[src/rtl/ann_pkg.sv]
// rtl/ann_pkg.sv - shared widths, sizes and FSM state type for the weight fetch controller
package ann_pkg;
  localparam int DATA_W    = 16;
  localparam int ADDR_W    = 5;
  localparam int N_WEIGHTS = 28;

  typedef enum logic [1:0] {
    IDLE  = 2'd0,
    FETCH = 2'd1,
    DRAIN = 2'd2
  } wfc_state_t;
endpackage

[src/rtl/weight_fetch_ctrl_if.sv]
// rtl/weight_fetch_ctrl_if.sv - weight stream (valid/ready, data, idx, last) towards the neuron MAC
interface weight_fetch_ctrl_if
  import ann_pkg::*;
  ();
  logic              w_valid;
  logic              w_ready;
  logic [DATA_W-1:0] w_data;
  logic [ADDR_W-1:0] w_idx;
  logic              w_last;

  modport master (output w_valid, output w_data, output w_idx, output w_last, input w_ready);
  modport slave  (input w_valid, input w_data, input w_idx, input w_last, output w_ready);
endinterface

[src/rtl/wfc_skid_buf.sv]
// rtl/wfc_skid_buf.sv - 2-entry FIFO carrying {data, idx, last} with valid/ready on both sides
module wfc_skid_buf
  import ann_pkg::*;
  #(parameter int W = DATA_W + ADDR_W + 1)
  (
  input  logic         clk,
  input  logic         rst_n,
  input  logic         in_valid,
  output logic         in_ready,
  input  logic [W-1:0] in_data,
  output logic         out_valid,
  input  logic         out_ready,
  output logic [W-1:0] out_data
);
  logic [W-1:0] mem [2];
  logic         wr_sel;
  logic         rd_sel;
  logic [1:0]   count;
  logic         push;
  logic         pop;

  assign in_ready  = (count != 2'd2);
  assign out_valid = (count != 2'd0);
  assign out_data  = mem[rd_sel];
  assign push      = in_valid && in_ready;
  assign pop       = out_valid && out_ready;

  // Storage, pointers and occupancy; reset empties the buffer and zeroes entries
  always_ff @(posedge clk or negedge rst_n) begin
    if (!rst_n) begin
      mem[0] <= '0;
      mem[1] <= '0;
      wr_sel <= 1'b0;
      rd_sel <= 1'b0;
      count  <= 2'd0;
    end else begin
      if (push) begin
        mem[wr_sel] <= in_data;
        wr_sel      <= ~wr_sel;
      end
      if (pop) begin
        rd_sel <= ~rd_sel;
      end
      count <= count + 2'(push) - 2'(pop);
    end
  end
endmodule

[src/rtl/weight_fetch_ctrl.sv]
// rtl/weight_fetch_ctrl.sv - owns the weight BRAM port: host writes in IDLE, read sweep to the MAC; WFC_ADDR_CHECK_EN adds the load range check and ld_err
module weight_fetch_ctrl
  import ann_pkg::*;
  (
  input  logic                       CLK,
  input  logic                       RST_N,
  input  logic                       start,
  output logic                       busy,
  output logic                       done,
  input  logic                       ld_valid,
  output logic                       ld_ready,
  input  logic [ADDR_W-1:0]          ld_addr,
  input  logic [DATA_W-1:0]          ld_data,
  weight_fetch_ctrl_if.master        w,
  output logic [ADDR_W-1:0]          bram_addr,
  output logic [DATA_W-1:0]          bram_di,
  output logic                       bram_en,
  output logic                       bram_we,
`ifdef WFC_ADDR_CHECK_EN
  output logic                       ld_err,
`endif
  input  logic [DATA_W-1:0]          bram_do
);
  localparam logic [ADDR_W-1:0] LAST_IDX = ADDR_W'(N_WEIGHTS - 1);
  localparam int SKID_W = DATA_W + ADDR_W + 1;

  wfc_state_t        state;
  wfc_state_t        state_nxt;
  logic [ADDR_W-1:0] rd_ptr;
  logic              issue;
  logic              ld_fire;
  logic              wr_ok;
  logic              skid_in_ready;
  logic              skid_out_valid;
  logic [SKID_W-1:0] skid_in;
  logic [SKID_W-1:0] skid_out;

  // Host loads only in IDLE and never in the cycle a sweep is requested
  assign ld_ready = RST_N && (state == IDLE) && !start;
  assign ld_fire  = ld_valid && ld_ready;

`ifdef WFC_ADDR_CHECK_EN
  assign wr_ok = ld_fire && (ld_addr <= LAST_IDX);

  // Sticky flag for an out-of-range load; only reset clears it
  always_ff @(posedge CLK or negedge RST_N) begin
    if (!RST_N) begin
      ld_err <= 1'b0;
    end else if (ld_fire && (ld_addr > LAST_IDX)) begin
      ld_err <= 1'b1;
    end
  end
`else
  assign wr_ok = ld_fire;
`endif

  // State register and read pointer; the pointer wraps to 0 after the last issue
  always_ff @(posedge CLK or negedge RST_N) begin
    if (!RST_N) begin
      state  <= IDLE;
      rd_ptr <= '0;
    end else begin
      state <= state_nxt;
      if (issue) begin
        rd_ptr <= (rd_ptr == LAST_IDX) ? '0 : rd_ptr + ADDR_W'(1);
      end
    end
  end

  // Next state and read issue; a read goes out only when the skid has room for its data
  always_comb begin
    state_nxt = state;
    issue     = 1'b0;
    case (state)
      IDLE: begin
        if (start) state_nxt = FETCH;
      end
      FETCH: begin
        if (skid_in_ready) begin
          issue = 1'b1;
          if (rd_ptr == LAST_IDX) state_nxt = DRAIN;
        end
      end
      DRAIN: begin
        if (!skid_out_valid) state_nxt = IDLE;
      end
      default: state_nxt = IDLE;
    endcase
  end

  assign busy = (state == FETCH) || (state == DRAIN);
  assign done = (state == DRAIN) && !skid_out_valid;

  // BRAM reads on the negedge of the issue cycle, so DO is valid at the closing posedge
  assign bram_en   = issue || wr_ok;
  assign bram_we   = wr_ok;
  assign bram_addr = issue ? rd_ptr : (wr_ok ? ld_addr : '0);
  assign bram_di   = wr_ok ? ld_data : '0;

  assign skid_in = {bram_do, rd_ptr, (rd_ptr == LAST_IDX)};

  wfc_skid_buf #(.W(SKID_W)) u_skid (
    .clk       (CLK),
    .rst_n     (RST_N),
    .in_valid  (issue),
    .in_ready  (skid_in_ready),
    .in_data   (skid_in),
    .out_valid (skid_out_valid),
    .out_ready (w.w_ready),
    .out_data  (skid_out)
  );

  assign w.w_valid = skid_out_valid;
  assign {w.w_data, w.w_idx, w.w_last} = skid_out;
endmodule
[src/flat_wrapper.sv]
// flat-port wrapper written by rule: the top's interface ports become plain ports
module weight_fetch_ctrl_flat import ann_pkg::*;
  (CLK, RST_N, start, busy, done, ld_valid, ld_ready, ld_addr, ld_data, bram_addr, bram_di, bram_en, bram_we, bram_do, w_w_valid, w_w_data, w_w_idx, w_w_last, w_w_ready);
  weight_fetch_ctrl_if w_i ();
  input  logic CLK;
  input  logic RST_N;
  input  logic start;
  output logic busy;
  output logic done;
  input  logic ld_valid;
  output logic ld_ready;
  input  logic [ADDR_W-1:0] ld_addr;
  input  logic [DATA_W-1:0] ld_data;
  output logic [ADDR_W-1:0] bram_addr;
  output logic [DATA_W-1:0] bram_di;
  output logic bram_en;
  output logic bram_we;
  input  logic [DATA_W-1:0] bram_do;
  output wire logic [$bits(w_i.w_valid)-1:0] w_w_valid;
  output wire logic [$bits(w_i.w_data)-1:0] w_w_data;
  output wire logic [$bits(w_i.w_idx)-1:0] w_w_idx;
  output wire logic [$bits(w_i.w_last)-1:0] w_w_last;
  input wire logic [$bits(w_i.w_ready)-1:0] w_w_ready;
  assign w_w_valid = w_i.w_valid;
  assign w_w_data = w_i.w_data;
  assign w_w_idx = w_i.w_idx;
  assign w_w_last = w_i.w_last;
  assign w_i.w_ready = w_w_ready;
  weight_fetch_ctrl u_core (.CLK(CLK), .RST_N(RST_N), .start(start), .busy(busy), .done(done), .ld_valid(ld_valid), .ld_ready(ld_ready), .ld_addr(ld_addr), .ld_data(ld_data), .w(w_i), .bram_addr(bram_addr), .bram_di(bram_di), .bram_en(bram_en), .bram_we(bram_we), .bram_do(bram_do));
endmodule
[config.mk]
export PLATFORM = sky130hd
export DESIGN_NAME = weight_fetch_ctrl_flat
export DESIGN_NICKNAME = d
export VERILOG_FILES = /design/src/rtl/ann_pkg.sv /design/src/rtl/weight_fetch_ctrl_if.sv /design/src/rtl/wfc_skid_buf.sv /design/src/rtl/weight_fetch_ctrl.sv /design/src/flat_wrapper.sv
export SDC_FILE = /design/constraint.sdc
export NUM_CORES = 1
export LEC_CHECK = 0
export BUFFER_PORTS_ARGS = -buffer_cell sky130_fd_sc_hd__buf_2
export CORE_UTILIZATION = 28
export DETAILED_ROUTE_END_ITERATION = 10
export HOLD_SLACK_MARGIN = 0.02
export MAX_ROUTING_LAYER = met4
export PLACE_DENSITY = 0.52
export SYNTH_ARGS = -nofsm -noshare
export SYNTH_HDL_FRONTEND = slang
export SYNTH_HIERARCHICAL = 1
export SYNTH_SLANG_ARGS = --single-unit
[constraint.sdc]
create_clock -name CLK -period 3.51 [get_ports CLK]
set_input_delay 0.1755 -clock CLK [delete_from_list [all_inputs] [get_ports CLK]]
set_output_delay 0.1755 -clock CLK [all_outputs]
set_load 0.05 [all_outputs]
==> impl_results.md, run 1 <==
* CP startpoint kind: register
* Area Overhead vs Synth at 24.24%
* Final GP Congestion at 0.7198
* Crit path setup slack, layout at around 1000 ps
* Root Buffer: clkbuf_8
* Endpoints failing setup at 0
* Fillers at 984
* Vias per cell at ~4.3
* Hold Path Class: in -> async
* P per Cell Area at around 1100 nW/um^2
* Crit path max-delay family: buffers and inverters
* Dominant synthesized flop cell: dfrtp_1
* Hold slack final at 97.52 ps
* Synth cell types at 32
* Leakage at 0.001732 uW
* Flop-to-flop setup slack at 1030 ps
* Seq/Total Area, Yosys at 0.4911
* Worst EP required at 3690 ps
* Status: completed
* Clk Latency, worst-skew pair at around 300 ps
* Max transition margin at 0.2658
* Global-route wire length before repair at 9197 um
* CTS sink count at 55
* Wirelength per Cell at 12.96 um
* Die height at about 100 um
* Tcrit/Tclk final at 0.7077
* Clock tree from TritonCTS: built
* Post-route setup TNS at 0 ps
* Ant. Diodes at 0
* Gate count after technology mapping at 221
* Num CTS Buffers at 5
* Vias in the first global route at 1923
* Mapped Nets at 270
* Initial Utilization at 0.2881
* Most Frequent Cell on Critical Path: inv_1
* Nets at 360
* DRC Markers at 0
* Finished Core Util at 0.3579
* Final Max Slew Viols at 0
* Unrepaired setup endpoints after global routing: no
* Max_cap viols at 0
* Footprint of the multi-input gates at 1341 sq um
* Clk buf depth at 2
* Post-route antenna net violation count at 0
* Reg area at 1376 sq um
* Num rows at 36
* DRT Wirelength at 5753 um
* Maximum clock rate at 402.6 MHz
* Initial antenna violation count at 0
* Async SR Flop Fraction at 1.000
* Share of cells above drive strength 1 at 0.5627
* I/O pins at 91
* DRT iter0 DRCs at 44
* Least-Margin Pin Slew at 1101 ps
* DR vias at around 1900
* Cts repair resizes at 0
* VDD IR-drop max at 0.3407 mV
* Grt total ovfl at 0
* GRT Util Overall at 0.1178
* CP max-delay cell: dfrtp_1
* Number of synthesized flops with an enable pin at 0
* Crit path cell chain: inv_1, ha_1, nand2_1, inv_2, inv_1, nor3_4, buf_4, mux2_2
* Core area at 9729 sq um
* Clk_skew at approximately 8.9 ps
* Reg2reg end: u_core/u_skid/mem[37]
* I/O Buffers at 90
* Synthesized area per cell at 12.68 sq um
* Worst path bufs/invs at 4
* R2R cell count at 8
* Fin crit period at 2484 ps
* Crit-path max cell delay at 400 ps
* Pre-Repair DR Iteration Count at 4
* H-tree levels at 2
* Worst-path clk slew at 100 ps
* Endpoint class of the critical path: register
* Die boundary width at 102.0 um
* CTS Hold Bufs at 0
* Synth Register Bits at 55
* Dpl ws at approximately 990 ps
* Postcts setup bufs at 0
* CP startpoint: u_core/state[1]
* Synth warnings at 6
* Largest net degree at the start of global routing at 57
* Netlist Area Pre-Place at 2803 sq um
* Die ar. at about 10000 sq um
* Critical R2R Launch: u_core/state[1]
* Hpwl dp at 4102 um
* Worst-path fanout max at 21
* CP Class: reg -> reg
* Worst EP arrival at 2670 ps
* Post-layout total power at 3764 uW
* Final Hold Fails at 0
sequential cells by signal, summed over array words and instances (netlist names):
signal / flops
u_core/u_skid/rd_sel: 1
u_core/rd_ptr: 5
u_core/u_skid/wr_sel: 1
u_core/state: 2
u_core/u_skid/count: 2
u_core/u_skid/mem: 44
kinds of logic after synthesis:
logic type / count (synthesis) / share of synthesized area
AOI/OAI and AO/OA: 11 / 0.03170
xor gates and xnor gates: 2 / 0.006251
adders and majority gates: 7 / 0.03125
buffers and inverters: 16 / 0.03036
DFF: 55 / 0.4911
muxes: 69 / 0.2799
and+or+nand+nor: 61 / 0.1295
cells in the mapped netlist, types with 3 or more instances:
library cell	count	area (sq um)
mux2_2	65	732.0
dfrtp_1	55	1376
and2_1	17	106.4
nand2_1	17	63.81
nand3_1	10	50.05
ha_1	7	87.58
o21ai_0	6	30.03
inv_1	5	18.77
nor2b_1	4	25.02
clkbuf_1	3	11.26
nor2_1	3	11.26
worst reg2reg max path: stages (launching register included):
cell	delay [ps]
dfrtp_1	400
inv_1	120
ha_1	260
nand2_1	260
inv_2	280
inv_1	120
nor3_4	220
buf_4	330
mux2_2	390
metal layers:
| metal | part of all wire | GRT usage |
|---|---|---|
| met1 | 0.44 | 0.1464 |
| met2 | 0.50 | 0.1962 |
| met3 | 0.045 | 0.02257 |
| met4 | 0.013 | 0.03077 |
| met5 | 0 | - |
final cells by class:
cell class	instances	share of cell area
multi-input cells	150	0.3852
flip-flops and latches	55	0.3953
well taps	133	0.04779
clock buffers	5	0.01976
inverters	7	0.007546
clock inverters	2	0.01078
repair buffers	92	0.1337
worst max path at each step:
stage | slack [ps] | end | depth (start not counted)
detailed placement | 990 | u_core/u_skid/mem[13] | 6
finish | 1030 | u_core/u_skid/mem[37] | 8
global placement | 1040 | u_core/u_skid/mem[13] | 6
CTS | 980 | u_core/u_skid/mem[13] | 6
floorplan | 1140 | bram_addr[3] | 6
global route | 770 | u_core/u_skid/mem[13] | 6
cell usage in the layout, fill, tap and decap left out, drive strengths merged:
| cell | n |
|---|---|
| or2 | 1 |
| mux2 | 69 |
| nor2b | 5 |
| ha | 7 |
| buf | 92 |
| nand2 | 17 |
| o21ai | 6 |
| and4b | 1 |
| bufinv | 1 |
| or3 | 1 |
| a2111oi | 1 |
| a211oi | 1 |
| and2b | 1 |
| clkbuf | 5 |
| clkinvlp | 1 |
| dfrtp | 55 |
| nor2 | 3 |
| inv | 7 |
| a32oi | 1 |
| nor3 | 1 |
| a21bo | 1 |
| nand4b | 1 |
| and2 | 17 |
| nand3 | 11 |
| a21oi | 1 |
| nand2b | 2 |
| xnor2 | 2 |
where the power goes:
group	switching, uW	internal [uW]
clock	202	209
combinational	1350	804
sequential	259	941
total	1810	1950
stage by stage:
stage,cell area (sq um),std cells
floorplan,2803,221
global placement,3376,437
detailed placement,3376,437
CTS,3482,444
global route,3482,444
finish,3482,444
Note: power is estimated with default switching activity, not from simulation.
==> run 2, diff against run 1 <==
--- a/config.mk
+++ b/config.mk
@@ -10,7 +10,7 @@
 export DETAILED_ROUTE_END_ITERATION = 10
 export HOLD_SLACK_MARGIN = 0.02
 export MAX_ROUTING_LAYER = met4
-export PLACE_DENSITY = 0.52
+export PLACE_DENSITY = 0.54
 export SYNTH_ARGS = -nofsm -noshare
 export SYNTH_HDL_FRONTEND = slang
 export SYNTH_HIERARCHICAL = 1
==> constraint.sdc (replaced) <==
create_clock -name CLK -period 2.1 [get_ports CLK]
set_input_delay 0.105 -clock CLK [delete_from_list [all_inputs] [get_ports CLK]]
set_output_delay 0.105 -clock CLK [all_outputs]
set_load 0.05 [all_outputs]
==> run 2 against run 1 <==
Combinational power grew 78%. Power is 72% higher. Non-clock buffer count grew 9. Core utilization is 1.2 points higher. Clock power grew 77%. Design area rose by 3.3%. Global-route usage grew 0.38 points.
==> impl_results.md, run 2 (synthesized netlist as in run 1, its figures left out) <==
* Pre-Repair DR Iteration Count at 4 (unchanged)
* Final GP Congestion at 0.6830 (-5.1%)
* DRT Wirelength at 5850 um (+1.7%)
* Commonest non-fill, non-tap cell in the layout: buf_2
* Post-route antenna net violation count at 0 (unchanged)
* Worst-path clk slew at 100 ps (about the same)
* Wirelength per Cell at 12.89 um (-0.55%)
* Num rows at 36 (unchanged)
* P per Cell Area at 1801 nW/um^2 (+67%)
* Num CTS Buffers at 5 (unchanged)
* Final Max Slew Viols at 0 (unchanged)
* CTS sink count at 55 (unchanged)
* Commonest cells after routing, fill and taps aside: buf_2 (88), mux2_2 (65), dfrtp_1 (55)
* Max FFs per register at 44 (unchanged)
* Initial antenna violation count at 0 (unchanged)
* Grt total ovfl at 0 (unchanged)
* Worst EP required at 2000 ps (-1690 ps)
* Maximum clock rate at 514.8 MHz
* Max transition margin at 0.5377 (+0.2719)
* GRT Max-Usage Layer: met2
* Fin crit period at roughly 1900 ps
* Clk Latency, worst-skew pair at 300 ps (about the same)
* Nets at 369 (+2.5%)
* Clock tree from TritonCTS: built
* Largest net degree at the start of global routing at 56 (-1.8%)
* Finished Core Util at 0.3697 (+0.01183)
* Ant. Diodes at 0 (unchanged)
* Final Hold Fails at 0 (unchanged)
* Endpoint class of the critical path: primary output
* Hold Path Class: in -> reg
* Vias in the first global route at 1996 (+3.8%)
* Worst EP arrival at 1840 ps (-830 ps)
* Root Buffer: clkbuf_8
* H-tree levels at 2 (unchanged)
* Clock share of power at 0.112 (+0.003)
* Tcrit/Tclk final at 0.9250
* Clk_skew at 8.257 ps (-0.6511 ps)
* DR vias at 1953 (+2.1%)
* Unrepaired setup endpoints after global routing: no
* Worst-path fanout max at 23 (+9.5%)
* Internal at 3431 uW (+76%)
* Post-route setup TNS at 0 ps (unchanged)
* Status: completed
* Share of power burned in registers at 0.298 (-0.021)
* Vias per cell at 4.302 (-0.16%)
* VDD IR-drop max at 0.7212 mV (+110%)
* Max_cap viols at 0 (unchanged)
* Initial Utilization at 0.2881 (unchanged)
* Share of cells above drive strength 1 at 0.5732 (+0.01051)
* GR Util met2 at 0.2075 (+0.01136)
* Grt met3 use at 0.02257 (unchanged)
* Endpoints failing setup at 0 (unchanged)
* Combinational share of power at 0.589 (+0.017)
* CP startpoint kind: register
* Placed Area at 3461 sq um (+2.5%)
* DRT iter0 DRCs at 48 (+9.1%)
* Clk buf depth at 2 (unchanged)
* I/O Buffers at 90 (unchanged)
* Fin area at 3597 sq um (+3.3%)
* Least-Margin Pin Slew at 693.5 ps (-407.8 ps)
* Largest registers: u_core/u_skid/mem (44), u_core/rd_ptr (5)
* CP Class: reg -> out
* Global-route wire length before repair at 9577 um (+4.1%)
* Met1 Use GR at 0.1473 (+0.0009005)
* GRT Util Overall at 0.1216 (+0.003837)
* Switching Share at 0.4704 (-0.01046)
* DRC Markers at 0 (unchanged)
* Die height at 102.0 um (unchanged)
* Core area at 9729 sq um (unchanged)
* Hpwl dp at 4261 um (+3.9%)
* Die boundary width at 102.0 um (unchanged)
* Net Sw Power at 3047 uW (+68%)
* Largest register by flop count: u_core/u_skid/mem
* Area Overhead vs Synth at 28.35%
* Leakage at 0.001794 uW (+3.5%)
* Die ar. at 10410 sq um (unchanged)
* I/O pins at 91 (unchanged)
==> run 2: per-stage QoR <==
| stage | cells | hold WS [ps] | power [uW] | setup WS (ps) |
|---|---|---|---|---|
| 2_1_floorplan | 221 | -190.6 | 4965 | 114.6 |
| 3_3_place_gp | 445 | 345.4 | 5739 | 248.0 |
| 3_5_place_dp | 445 | 348.7 | 5814 | 160.8 |
| 4_1_cts | 454 | 30.88 | 6555 | 68.25 |
| 5_1_grt | 454 | 27.82 | 6909 | 5.043 |
| 6_report | 454 | 40.27 | 6478 | 157.6 |
==> run 2: worst max-delay path: stages, from the launching register on <==
cell and delay [ps]:
dfrtp_1 430, inv_1 120, ha_1 190, and4b_1 220
buf_6 170, nand3_1 80, nand2_1 60, buf_2 250
==> run 2: final timing paths <==
path / start / slack [ps] / to / cells after the start
hold / removal: bram_do[10] / 40 / u_core/u_skid/mem[16] / 2
setup reg to reg: u_core/state[1] / 180 / u_core/u_skid/mem[29] / 8
max in group asynchronous: RST_N / 1600 / u_core/u_skid/mem[35] / 2
hold reg to reg: u_core/u_skid/mem[31] / 490 / u_core/u_skid/mem[31] / 1
setup / recovery: u_core/state[0] / 160 / bram_addr[0] / 7
min in group asynchronous: RST_N / 50 / u_core/u_skid/mem[1] / 2
==> run 2: power groups by stage <==
stage / clock network [uW] / registers [uW] / logic, uW
floorplan: 0 / 1840 / 3120
global placement: 0 / 1930 / 3810
detailed placement: 0 / 1960 / 3850
CTS: 757 / 1940 / 3860
global route: 805 / 2010 / 4100
finish: 727 / 1930 / 3820
==> run 2: area by class of cell <==
class,instances,area [sq um]
Timing Repair Buffer,101,569.3
Tap cell,133,166.4
Inverter,7,26.28
Clock inverter,2,35.03
Multi-Input combinational cell,150,1341
Sequential cell,55,1376
Clock buffer,6,82.58
Fill cell,990,6132
==> run 2: routing by layer <==
layer  up-vias  routed length [um]
met3         6                 195
li1        962                   -
met1       947                2612
met4         0                  74
met5         -                   0
met2        38                2969
==> run 2: what timing repair did <==
item | 4_1_cts | 5_1_grt
hold endpoints to repair | 1 | 0
hold buffers | 1 | 0
setup endpoints to repair | 0 | 16
buffers inserted | 0 | 0
gates resized for setup | 0 | 4
